File: src/rtl/timer_pkg.sv
// Shared constants for the multi-channel APB timer: register map,
// TCR/TSR bit positions and the prescaler divide helper.
package timer_pkg;

   localparam int CH_STRIDE = 16;
   localparam int CH_LSB    = $clog2(CH_STRIDE);
   localparam int CLK_SEL_W = 3;

   localparam logic [3:0] OFF_TCR  = 4'h0;
   localparam logic [3:0] OFF_TDR  = 4'h4;
   localparam logic [3:0] OFF_TCNT = 4'h8;
   localparam logic [3:0] OFF_TSR  = 4'hC;

   localparam int TCR_LOAD   = 7;
   localparam int TCR_ARLD   = 6;
   localparam int TCR_DW     = 5;
   localparam int TCR_EN     = 4;
   localparam int TCR_OVF_IE = 8;
   localparam int TCR_UDF_IE = 9;
   localparam int TCR_W      = 10;

   // Bit 3 is reserved and never stored, so it always reads back 0.
   localparam logic [TCR_W-1:0] TCR_WMASK = 10'h3F7;

   localparam int TSR_OVF = 0;
   localparam int TSR_UDF = 1;

   // Low clk_sel+1 bits set: the prescaler ticks when these bits are all ones.
   function automatic logic [7:0] pre_mask(input logic [CLK_SEL_W-1:0] sel);
      return 8'((9'd2 << sel) - 9'd1);
   endfunction

endpackage

File: src/rtl/timer_channel.sv
// One timer channel: TCR/TDR/TCNT/TSR registers, 8-bit prescaler,
// up/down counter with optional auto-reload and a registered interrupt.
module timer_channel
   import timer_pkg::*;
#(
   parameter int CNT_W = 8
) (
   input  logic             pclk,
   input  logic             preset,
   input  logic             wr_tcr,
   input  logic             wr_tdr,
   input  logic             wr_tsr,
   input  logic [31:0]      wdata,
   output logic [TCR_W-1:0] tcr,
   output logic [CNT_W-1:0] tdr,
   output logic [CNT_W-1:0] tcnt,
   output logic [1:0]       tsr,
   output logic             irq
);

   localparam logic [CNT_W-1:0] CNT_MAX = '1;

   logic [7:0]           pre;
   logic [CLK_SEL_W-1:0] clk_sel;
   logic                 run;
   logic                 tick;
   logic [1:0]           hw_set;
   logic                 unused_wdata;

   assign clk_sel = tcr[CLK_SEL_W-1:0];
   assign run     = tcr[TCR_EN] & ~tcr[TCR_LOAD];
   assign tick    = run & ((pre & pre_mask(clk_sel)) == pre_mask(clk_sel));

   assign hw_set[TSR_OVF] = tick & ~tcr[TCR_DW] & (tcnt == CNT_MAX);
   assign hw_set[TSR_UDF] = tick &  tcr[TCR_DW] & (tcnt == '0);

   assign unused_wdata = ^wdata[31:TCR_W];

   always_ff @(posedge pclk or posedge preset) begin
      if (preset) begin
         pre  <= '0;
         tcr  <= '0;
         tdr  <= '0;
         tcnt <= '0;
         tsr  <= '0;
         irq  <= 1'b0;
      end else begin
         // pre is never cleared by a clk_sel change, only by stopping or loading.
         pre <= run ? pre + 8'd1 : 8'd0;

         if (wr_tcr) tcr <= wdata[TCR_W-1:0] & TCR_WMASK;
         if (wr_tdr) tdr <= wdata[CNT_W-1:0];

         if (tcr[TCR_LOAD]) begin
            tcnt <= tdr;
         end else if (tick) begin
            if (tcr[TCR_DW])
               tcnt <= hw_set[TSR_UDF] ? (tcr[TCR_ARLD] ? tdr : CNT_MAX)
                                       : tcnt - CNT_W'(1);
            else
               tcnt <= hw_set[TSR_OVF] ? (tcr[TCR_ARLD] ? tdr : '0)
                                       : tcnt + CNT_W'(1);
         end

         // Software can only clear (write 0); a same-cycle hardware set wins.
         tsr <= (wr_tsr ? (tsr & wdata[1:0]) : tsr) | hw_set;
         irq <= (tsr[TSR_OVF] & tcr[TCR_OVF_IE]) | (tsr[TSR_UDF] & tcr[TCR_UDF_IE]);
      end
   end

endmodule

File: src/rtl/timer_multi_ch.sv
// Multi-channel APB timer top: address decode, pslverr and read mux over
// N_CH timer_channel instances.
// APB: setup phase is psel&~penable, access phase is psel&penable; pready is
// always 1, so every access phase completes and a write commits on its edge.
module timer_multi_ch
   import timer_pkg::*;
#(
   parameter int N_CH   = 4,
   parameter int CNT_W  = 8,
   parameter int ADDR_W = 8
) (
   input  logic              pclk,
   input  logic              preset,
   input  logic              psel,
   input  logic              penable,
   input  logic              pwrite,
   input  logic [ADDR_W-1:0] paddr,
   input  logic [31:0]       pwdata,
   output logic [31:0]       prdata,
   output logic              pready,
   output logic              pslverr,
   output logic [N_CH-1:0]   irq
);

   logic [2:0]       ch;
   logic [3:0]       off;
   logic             access;
   logic             ch_bad;
   logic             off_bad;
   logic             err;
   logic             wr_ok;
   logic             unused_paddr;

   logic [TCR_W-1:0] tcr_a  [N_CH];
   logic [CNT_W-1:0] tdr_a  [N_CH];
   logic [CNT_W-1:0] tcnt_a [N_CH];
   logic [1:0]       tsr_a  [N_CH];

   assign ch           = paddr[CH_LSB +: 3];
   assign off          = paddr[CH_LSB-1:0];
   assign unused_paddr = ^paddr[ADDR_W-1:CH_LSB+3];

   assign access  = psel & penable;
   assign ch_bad  = (32'(ch) >= 32'(N_CH));
   assign off_bad = !(off inside {OFF_TCR, OFF_TDR, OFF_TCNT, OFF_TSR});
   assign err     = ch_bad | off_bad | (pwrite & (off == OFF_TCNT));
   assign pslverr = access & err;
   assign pready  = 1'b1;
   assign wr_ok   = access & pwrite & ~err;

   for (genvar gi = 0; gi < N_CH; gi++) begin : g_ch
      logic sel;
      assign sel = wr_ok & (ch == 3'(gi));

      timer_channel #(.CNT_W(CNT_W)) u_ch (
         .pclk   (pclk),
         .preset (preset),
         .wr_tcr (sel & (off == OFF_TCR)),
         .wr_tdr (sel & (off == OFF_TDR)),
         .wr_tsr (sel & (off == OFF_TSR)),
         .wdata  (pwdata),
         .tcr    (tcr_a[gi]),
         .tdr    (tdr_a[gi]),
         .tcnt   (tcnt_a[gi]),
         .tsr    (tsr_a[gi]),
         .irq    (irq[gi])
      );
   end

   // Reads of a bad address return 0; outside a read access phase prdata is 0.
   always_comb begin
      prdata = '0;
      if (access & ~pwrite & ~err) begin
         for (int i = 0; i < N_CH; i++) begin
            if (ch == 3'(i)) begin
               case (off)
                  OFF_TCR:  prdata = 32'(tcr_a[i]);
                  OFF_TDR:  prdata = 32'(tdr_a[i]);
                  OFF_TCNT: prdata = 32'(tcnt_a[i]);
                  OFF_TSR:  prdata = 32'(tsr_a[i]);
                  default:  prdata = '0;
               endcase
            end
         end
      end
   end

endmodule
File: config.mk
export PLATFORM = sky130hd
export DESIGN_NAME = timer_multi_ch
export DESIGN_NICKNAME = d
export VERILOG_FILES = /design/src/rtl/timer_pkg.sv /design/src/rtl/timer_channel.sv /design/src/rtl/timer_multi_ch.sv
export SDC_FILE = /design/constraint.sdc
export NUM_CORES = 1
export LEC_CHECK = 0
export BUFFER_PORTS_ARGS = -buffer_cell sky130_fd_sc_hd__buf_2
export CAP_MARGIN = 20
export CORE_MARGIN = 5
export CORE_UTILIZATION = 30
export CTS_BUF_LIST = sky130_fd_sc_hd__clkbuf_16
export DETAILED_ROUTE_END_ITERATION = 16
export PLACE_DENSITY_LB_ADDON = 0.3
export SLEW_MARGIN = 20
export SYNTH_ARGS = -nofsm -noshare
export SYNTH_HDL_FRONTEND = slang
export SYNTH_SLANG_ARGS = --single-unit
File: constraint.sdc
create_clock -name pclk -period 4.6 [get_ports pclk]
set_input_delay 0.46 -clock pclk [delete_from_list [all_inputs] [get_ports pclk]]
set_output_delay 0.46 -clock pclk [all_outputs]
set_load 0.01 [all_outputs]
==> results of run 1 <==
[stage by stage]
stage / hold slack [ns] / utilization, % / worst slack (ns) / total power, mW
2_1_floorplan: 0.440 / - / 0.274 / 1.44
6_report: 0.226 / 33.4 / 1.14 / 2.97
5_1_grt: 0.307 / 33.4 / 1.12 / 3.07
3_5_place_dp: 0.473 / 31.4 / 1.32 / 1.49
4_1_cts: 0.260 / 33.4 / 1.30 / 3.00
3_3_place_gp: 0.468 / 31.4 / 1.38 / 1.49
[where the power goes]
part / switching [mW] / total (mW) / leakage [nW] / internal (mW)
sequential: 0.0161 / 1.29 / 1.97 / 1.27
clock: 0.547 / 1.50 / 0.300 / 0.949
combinational: 0.130 / 0.181 / 2.03 / 0.0516
[logic make-up (layout without fill, tap and decap cells)]
logic type | count (synthesis) | in the layout | synth area share (%)
adders and majority gates | 13 | 13 | 1.70
DFF | 144 | 144 | 37.7
buffers and inverters | 138 | 111 | 6.59
and+or+nand+nor | 359 | 359 | 19.1
other | 2 | 24 | 0.0785
muxes | 101 | 101 | 11.7
AOI/OAI and AO/OA | 256 | 256 | 17.9
xor gates and xnor gates | 57 | 57 | 5.22
[per-layer routing]
metal	GRT usage (%)	up-vias	routed length, um
met1	22.8	4007	13600
met4	4.04	0	327
li1	-	3815	-
met5	0	-	0
met2	23.4	213	12700
met3	2.11	19	1180
[cell usage in the layout, fill, tap and decap left out, types with 24 or more instances in the layout]
cell     count
dfrtp_1    144
nand2_1     97
nor2_1      71
mux2_2      68
o21ai_0     68
a21oi_1     53
nand3_1     52
inv_1       36
buf_2       36
xor2_1      33
mux2i_1     31
xnor2_1     24
[path summary, 6_finish.rpt]
check / start / to / slack [ns] / depth (start not counted)
worst min register to register: g_ch[3].u_ch.pre[0]$_DFF_PP0_ / g_ch[3].u_ch.pre[0]$_DFF_PP0_ / 0.48 / 1
worst max register to register: g_ch[0].u_ch.tcnt[0]$_DFFE_PP0P_ / g_ch[0].u_ch.tcnt[7]$_DFFE_PP0P_ / 1.82 / 8
min in group pclk: pwdata[8] / g_ch[1].u_ch.tcr[8]$_DFFE_PP0P_ / 0.38 / 2
max in group asynchronous: preset / g_ch[2].u_ch.tdr[5]$_DFFE_PP0P_ / 3.42 / 3
worst min-delay path: preset / g_ch[1].u_ch.tdr[4]$_DFFE_PP0P_ / 0.23 / 2
worst max-delay path: paddr[2] / prdata[3] / 1.14 / 7
[final cells by class]
class	count	share of cell area (%)
flip-flops and latches	144	34.2
inverters	37	1.37
diodes	1	0.0238
repair buffers	45	2.35
clock inverters	12	1.85
clock buffers	17	4.04
multi-input cells	809	51.4
well taps	402	4.78
[critical path, delay by kind of cell]
| kind | cells | cell delay [ns] |
|---|---|---|
| compound gates | 3 | 0.55 |
| buf+inv | 2 | 0.49 |
| simple gates | 2 | 1.50 |
[state kept, by name, indices dropped and copies added (netlist names)]
signal / cells
g_ch.u_ch.irq: 4
g_ch.u_ch.pre: 32
g_ch.u_ch.tcnt: 32
g_ch.u_ch.tcr: 36
g_ch.u_ch.tdr: 32
g_ch.u_ch.tsr: 8
==> summary.md, run 1 <==
| Metric | Value |
|---|---|
| CP Launch Type | input pin |
| Worst setup path category | in2out |
| Die Ht | 189 um |
| Placed insts | 1,437 |
| Most numerous cell in the Yosys netlist | dfrtp_1 |
| GPL Wtd Cong | 0.873 |
| Fmax | 289 MHz |
| Arr. time, crit path | 3.00 ns |
| H-tree levels | 4 |
| Slew margin rel. | 35.8% |
| Antenna violations before repair | 1 |
| Clock latency on the worst-skew pair | 0.43 ns |
| Worst-path cell chain | buf_2 -> nor2b_1 -> a22oi_1 -> o211ai_1 -> a21oi_1 -> nor4_1 -> buf_2 |
| WL per Instance | 19.0 um |
| Post-synth EDFFs | 0 |
| Core area | 0.0316 mm2 |
| Crit end category | output pin |
| Final ANT Viol Nets | 0 |
| Fin crit share | 75.2% |
| Layout cell share with drive strength beyond 1 | 15.4% |
| Hold buffers post-CTS | 0 |
| RSZ-0062 raised after global routing | false |
| Drt initial violations | 628 |
| Worst EP required | 4.14 ns |
| Share of the synthesized area in the top cell type | 37.7% |
| Commonest cells post-synth | dfrtp_1, nand2_1, nor2_1 |
| Initial core utilization | 30.3% |
| Slowest cell on crit path | nor2b_1 |
| Clk root buf | clkbuf_16 |
| DRC | 0 |
| Post-Layout Cell Count | 1,467 |
| Min-Delay Path Class | in2async |
| Boundary Pins | 83 |
| Multi-input gate area | 0.00541 mm2 |
| Pwr Density | 282 mW/mm2 |
| Drt pass-1 iters | 5 |
| TNS Setup | 0 ns |
| Gr ovfl total | 0 |
| Register area share after synthesis | 37.7% |
| All-Layer GR Usage | 15.3% |
| Num rows | 65 |
| Synth Area per Inst | 8.94 um2 |
| Critical Path Max Stage Delay | 0.80 ns |
| Top FF cell, synth | dfrtp_1 |
| Top cell type by total area after synthesis | dfrtp_1 |
| Leakage Power | 4.30 nW |
| Asr flop ratio synth | 100% |
| Area growth from synthesis to layout | 10.1% |
| CTS sink cnt | 144 |
| Area after DPL | 0.00991 mm2 |
| Clock period minus final worst setup slack | 3.46 ns |
| HPWL Detailed | 19,100 um |
| CP most frequent cell | buf_2 |
| CTS tree | yes |
| Post-CTS Resized | 0 |
| Clock buffer depth | 2 |
| Post-Route WL | 27,800 um |
| Count of different cell masters after synthesis | 78 |
| Max Cap Violations | 0 |
| Hold Violations, Final | 0 |
| Clock skew | 0.0120 ns |
| Register Area | 0.00360 mm2 |
| Post-CTS Setup Bufs | 0 |
| Clock buffer count from CTS | 17 |
| CTS clock-pin slew for the worst setup and hold paths | 0.06 ns |
| Worst-Margin Slew | 0.961 ns |
| Die Wd | 189 um |
| Max VDD drop | 0.000190 V |
| Syn Inst Count | 1,070 |
| Yosys warning count | 0 |
| Max-slew violations | 0 |
| Die area | 0.0355 mm2 |
| Input/output buffers | 36 |
| Vias in the first global route | 7,413 |
| Mapped cell area | 0.00956 mm2 |
| Fin area | 0.0105 mm2 |
| Largest net degree at the start of global routing | 95 |
| Vias per cell | 5.49 |
| Synth area leaders | dfrtp_1, mux2_2, nand2_1 |
| Via count | 8,054 |
| Synth Register Bits | 144 |
| Fillers | 3,303 |
| Final net count | 1,112 |
| Final setup violation count | 0 |
| Wire length of the first global-routing pass | 43,500 um |
| CP Max Fanout | 17 |
| Status | completed |
Power figures use the tool's default switching activity.
==> run 2, diff against run 1 <==
- clock period: 4.6 -> 2.77 ns (I/O delays scaled with it)
==> summary.md, run 2 (synthesized netlist as in run 1, its figures left out) <==
| Metric | Value |
|---|---|
| Status | completed |
| Clk root buf | clkbuf_16 |
| Min Hold Slack | 0.0329 ns |
| Min-Delay Path Class | in2async |
| Die area | 0.0355 mm2 |
| Clock buffer count from CTS | 17 |
| Int Pwr | 3.67 mW |
| Post-Route WL | 28,600 um |
| Largest net degree at the start of global routing | 38 |
| Crit end category | output pin |
| Clock buffer depth | 2 |
| Net switching fraction of the power | 26.1% |
| Clock period minus final worst setup slack | 2.65 ns |
| Seq pwr share | 43.0% |
| Slew margin rel. | 39.4% |
| Wire length of the first global-routing pass | 45,300 um |
| Final ANT Viol Nets | 0 |
| Core area | 0.0316 mm2 |
| Highest routed metal layer | met4 |
| Max reg flops | 36 |
| Commonest non-fill, non-tap cell in the layout | dfrtp_1 |
| Reg with most FFs | g_ch.u_ch.tcr |
| Max Cap Violations | 0 |
| Clock latency on the worst-skew pair | 0.43 ns |
| Fillers | 3,259 |
| Area growth from synthesis to layout | 14.3% |
| RSZ-0062 raised after global routing | false |
| CP Launch Type | flip-flop |
| Clock share of power | 50.3% |
| Die Ht | 189 um |
| Reg2Reg Setup Slack | 0.24 ns |
| CTS clock-pin slew for the worst setup and hold paths | 0.07 ns |
| Combinational share of power | 6.6% |
| Drt initial violations | 676 |
| Register Area | 0.00360 mm2 |
| Vias per cell | 5.41 |
| All-Layer GR Usage | 15.9% |
| CP Max Fanout | 6 |
| Gr ovfl total | 0 |
| Antenna violations before repair | 2 |
| Wire length on met1 | 14,100 um |
| H-tree levels | 4 |
| Clock skew | 0.00994 ns |
| Worst setup margin | 0.116 ns |
| DRC | 0 |
| Via count | 8,217 |
| Slowest cell on crit path | nor4_1 |
| Layout cell share with drive strength beyond 1 | 19.5% |
| HPWL Detailed | 20,300 um |
| Worst-path cell chain | buf_4 -> a22oi_1 -> o211ai_1 -> a21oi_1 -> nor4_1 -> buf_2 |
| Place WS | 0.214 ns |
| Initial core utilization | 30.3% |
| Worst setup path category | reg2out |
| CTS tree | yes |
| Metal2 WL | 12,700 um |
| Fin crit share | 95.8% |
| Hold buffers post-CTS | 0 |
| Worst EP required | 2.49 ns |
| GPL Wtd Cong | 0.878 |
| CTS sink cnt | 144 |
| Boundary Pins | 83 |
| Most frequent cells in the layout | dfrtp_1, nand2_1, nor2_1 |
| Final net count | 1,159 |
| Critical Path Max Stage Delay | 0.63 ns |
| Fmax | 377 MHz |
| Num rows | 65 |
| Worst-Margin Slew | 0.908 ns |
| Leakage Power | 4.55 nW |
| Vias in the first global route | 7,663 |
| Max VDD drop | 0.000274 V |
| Max-slew violations | 0 |
| Input/output buffers | 36 |
| WL met3 | 1440 um |
| Multi-input gate area | 0.00541 mm2 |
| Drt pass-1 iters | 5 |
| Hold Violations, Final | 0 |
| Sw power | 1.30 mW |
| Die Wd | 189 um |
| WL per Instance | 18.8 um |
| Arr. time, crit path | 2.38 ns |
| Final setup violation count | 0 |
| TNS Setup | 0 ns |
| Pwr Density | 454 mW/mm2 |
[run 2: cell types whose count changed in the layout (fill, tap and decap cells not counted), moves of 2 or more]
cell	delta
buf_4	+44
inv_8	+4
buf_12	+3
bufinv_16	-2
inv_6	+2
[run 2: stage by stage]
step	power (mW)	cell area, um2	instances	utilization, %
after floorplan	2.39	9650	1091	-
after CTS	5.02	10900	1516	34.6
final	4.97	10900	1518	34.6
after global routing	5.15	10900	1517	34.6
after detailed placement	2.50	10300	1484	32.6
after global placement	2.50	10300	1484	32.6
[run 2: worst max-delay path, delay by kind of cell (launching register included)]
family | cells | cell delay [ns]
AOI/OAI and AO/OA | 3 | 0.40
buffers and inverters | 2 | 0.46
DFF | 1 | 0.46
and+or+nand+nor | 1 | 0.63
[run 2: final cells by class]
type                    instances  area share [%]
clock inverters                15            1.82
diodes                          2          0.0458
inverters                      37            1.31
well taps                     402            4.60
flip-flops and latches        144            33.0
repair buffers                 92            5.84
multi-input cells             809            49.5
clock buffers                  17            3.89
[run 2: routing by layer]
metal	vias up	GRT usage, %
met2	220	24.3
met1	4065	23.4
met4	0	3.78
li1	3915	-
met3	17	2.98
met5	-	0
[run 2: final timing paths]
kind	startpoint	end	cells after the start
setup / recovery	g_ch[2].u_ch.tcnt[3]$_DFFE_PP0P_	prdata[3]	6
hold / removal	preset	g_ch[3].u_ch.tdr[6]$_DFFE_PP0P_	2
setup reg to reg	g_ch[0].u_ch.tcnt[0]$_DFFE_PP0P_	g_ch[0].u_ch.tcnt[7]$_DFFE_PP0P_	8
hold reg to reg	g_ch[3].u_ch.pre[0]$_DFF_PP0_	g_ch[3].u_ch.pre[0]$_DFF_PP0_	1
max in group asynchronous	preset	g_ch[1].u_ch.tcnt[0]$_DFFE_PP0P_	3
min in group pclk	pwdata[8]	g_ch[3].u_ch.tcr[8]$_DFFE_PP0P_	2
[run 2: power by group through the flow]
stage / Clock (mW) / Sequential, mW / Combinational (mW)
floorplan: 0 / 2.16 / 0.230
global placement: 0 / 2.18 / 0.324
detailed placement: 0 / 2.18 / 0.328
CTS: 2.56 / 2.14 / 0.329
global route: 2.65 / 2.14 / 0.362
finish: 2.50 / 2.14 / 0.330
[run 2: what timing repair did]
item	in CTS	in global routing
resized for setup	0	1
endpoints found under the setup margin	0	1
buffers inserted	0	0
==> run 3, diff against run 2 <==
- GPL_TIMING_DRIVEN: default -> 0
==> summary.md, run 3 (synthesized netlist as in run 1, its figures left out) <==
| Metric | Value |
|---|---|
| Status | completed |
| Slew margin rel. | 31.4% |
| Final setup violation count | 0 |
| DRC | 0 |
| Reg2reg start | g_ch[0].u_ch.tcnt[1]$_DFFE_PP0P_ |
| Clock latency on the worst-skew pair | 0.43 ns |
| Layout cell share with drive strength beyond 1 | 18.7% |
| Sw power | 1.20 mW |
| Vias per cell | 5.41 |
| Worst EP required | 2.49 ns |
| Area after DPL | 0.0104 mm2 |
| Antenna violations before repair | 2 |
| Via count | 8,443 |
| WL per Instance | 18.7 um |
| Worst-Margin Slew | 1.03 ns |
| Max Cap Violations | 0 |
| CTS tree | yes |
| Final ANT Viol Nets | 0 |
| Commonest non-fill, non-tap cell in the layout | dfrtp_1 |
| H-tree levels | 4 |
| Num rows | 65 |
| Hold Path Sink | g_ch[2].u_ch.tcr[8]$_DFFE_PP0P_ |
| Reg with most FFs | g_ch.u_ch.tcr |
| Fin crit share | 96.8% |
| Wire length of the first global-routing pass | 46,200 um |
| Boundary Pins | 83 |
| Core area | 0.0316 mm2 |
| Max VDD drop | 0.000325 V |
| Reg2Reg Setup Slack | 0.12 ns |
| GPL Wtd Cong | 0.953 |
| Min-delay src | pwdata[8] |
| Min Hold Slack | 0.200 ns |
| Worst R2R End | g_ch[0].u_ch.tcnt[7]$_DFFE_PP0P_ |
| Pwr Density | 443 mW/mm2 |
| Post-Route WL | 29,200 um |
| Hold Violations, Final | 0 |
| Vias in the first global route | 7,874 |
| Clock buffer count from CTS | 17 |
| Crit end category | output pin |
| Seq pwr share | 43.0% |
| Fillers | 3,228 |
| Post-Layout Cell Count | 1,560 |
| Drt initial violations | 832 |
| Area growth from synthesis to layout | 16.7% |
| Worst Hold Depth | 2 |
| Fin area | 0.0112 mm2 |
| All-Layer GR Usage | 16.2% |
| Fmax | 373 MHz |
| Drt pass-1 iters | 5 |
| Max-slew violations | 0 |
| Net switching fraction of the power | 24.2% |
| Initial core utilization | 30.3% |
| Placed insts | 1,532 |
| Final Power | 4.95 mW |
| Post-CTS Setup Bufs | 0 |
| Int Pwr | 3.75 mW |
| Final net count | 1,204 |
| Max reg flops | 36 |
| CTS sink cnt | 144 |
| Clock period minus final worst setup slack | 2.68 ns |
| Worst setup path category | reg2out |
| Input/output buffers | 34 |
| Clock skew | 0.0104 ns |
| Min-Delay Path Class | in2reg |
| Combinational share of power | 7.7% |
| Most frequent cells in the layout | dfrtp_1, nand2_1, nor2_1 |
| Clock share of power | 49.3% |
| Arr. time, crit path | 2.40 ns |
| Die area | 0.0355 mm2 |
| CP Max Fanout | 10 |
| Clk root buf | clkbuf_16 |
| HPWL Detailed | 21,100 um |
| RSZ-0062 raised after global routing | false |
| Reg2Reg Depth | 8 |
| Die Wd | 189 um |
| Gr ovfl total | 0 |
| Largest net degree at the start of global routing | 33 |
| Leakage Power | 4.59 nW |
| Die Ht | 189 um |
| CP Launch Type | flip-flop |
| Diode count | 0 |
| Clock buffer depth | 2 |
| CTS clock-pin slew for the worst setup and hold paths | 0.06 ns |
[run 3: changes by cell type in the layout (fill, tap and decap cells not counted), sizes merged]
cell	delta
clkbuf	+62
buf	-18
inv	-3
diode	-2
bufinv	+1
clkinv	+1
dlygate4sd3	+1
[run 3: layer usage]
metal  GRT usage, %  wire [um]  vias to the layer above
li1               -          -                     3996
met1           24.2      13700                     4104
met2           24.3      12900                      301
met3           2.63       1940                       42
met4           4.68        688                        0
met5              0          0                        -
[run 3: worst max-delay path: stages (launching register included)]
cell      delay (ns)
dfrtp_1         0.37
clkbuf_1        0.21
mux4_2          0.54
a311oi_1        0.56
nor4_4          0.13
buf_2           0.18
[run 3: how the worst max path moves through the flow]
stage	depth (start not counted)	endpoint	from	slack [ns]
after floorplan	9	g_ch[0].u_ch.tcnt[7]$_DFFE_PP0P_	g_ch[0].u_ch.tcnt[0]$_DFFE_PP0P_	0.20
final	5	prdata[1]	g_ch[2].u_ch.tcr[1]$_DFFE_PP0P_	0.09
after global placement	9	prdata[1]	paddr[2]	-0.49
after CTS	7	prdata[0]	paddr[1]	-0.06
after global routing	7	g_ch[3].u_ch.tcnt[6]$_DFFE_PP0P_	g_ch[3].u_ch.tcr[7]$_DFFE_PP0P_	0.002
after detailed placement	9	prdata[0]	paddr[2]	-0.51
[run 3: what timing repair did]
item / in CTS / in global routing
resized for setup: 13 / 24
hold buffers: 1 / 0
setup endpoints to repair: 10 / 32
endpoints found under the hold margin: 18 / 0
[run 3: metrics by stage]
step / setup TNS (ns) / util (%) / setup slack [ns]
5_1_grt: 0 / 35.4 / 0.00197
3_5_place_dp: -2.59 / 33.0 / -0.507
2_1_floorplan: 0 / - / 0.195
3_3_place_gp: -60.46 / 32.7 / -0.493
4_1_cts: -0.144 / 35.1 / -0.0579
6_report: 0 / 35.4 / 0.0891
[run 3: area by class of cell]
type / count / area, um2 / area share [%]
plain buffers: 97 / 490 / 4.39
clock buffers: 17 / 425 / 3.81
clock inverters: 14 / 191 / 1.72
inverters: 37 / 143 / 1.28
multi-input cells: 809 / 5520 / 49.4
flip-flops and latches: 144 / 3600 / 32.3
well taps: 402 / 503 / 4.51
repair buffers: 40 / 288 / 2.58
[run 3: power groups by stage]
stage                     sequential, mW  combinational, mW  clock (mW)
after detailed placement            2.16              0.365           0
after CTS                           2.13              0.371        2.48
after global routing                2.13              0.415        2.58
after floorplan                     2.16              0.230           0
final                               2.13              0.380        2.44
after global placement              2.17              0.345           0
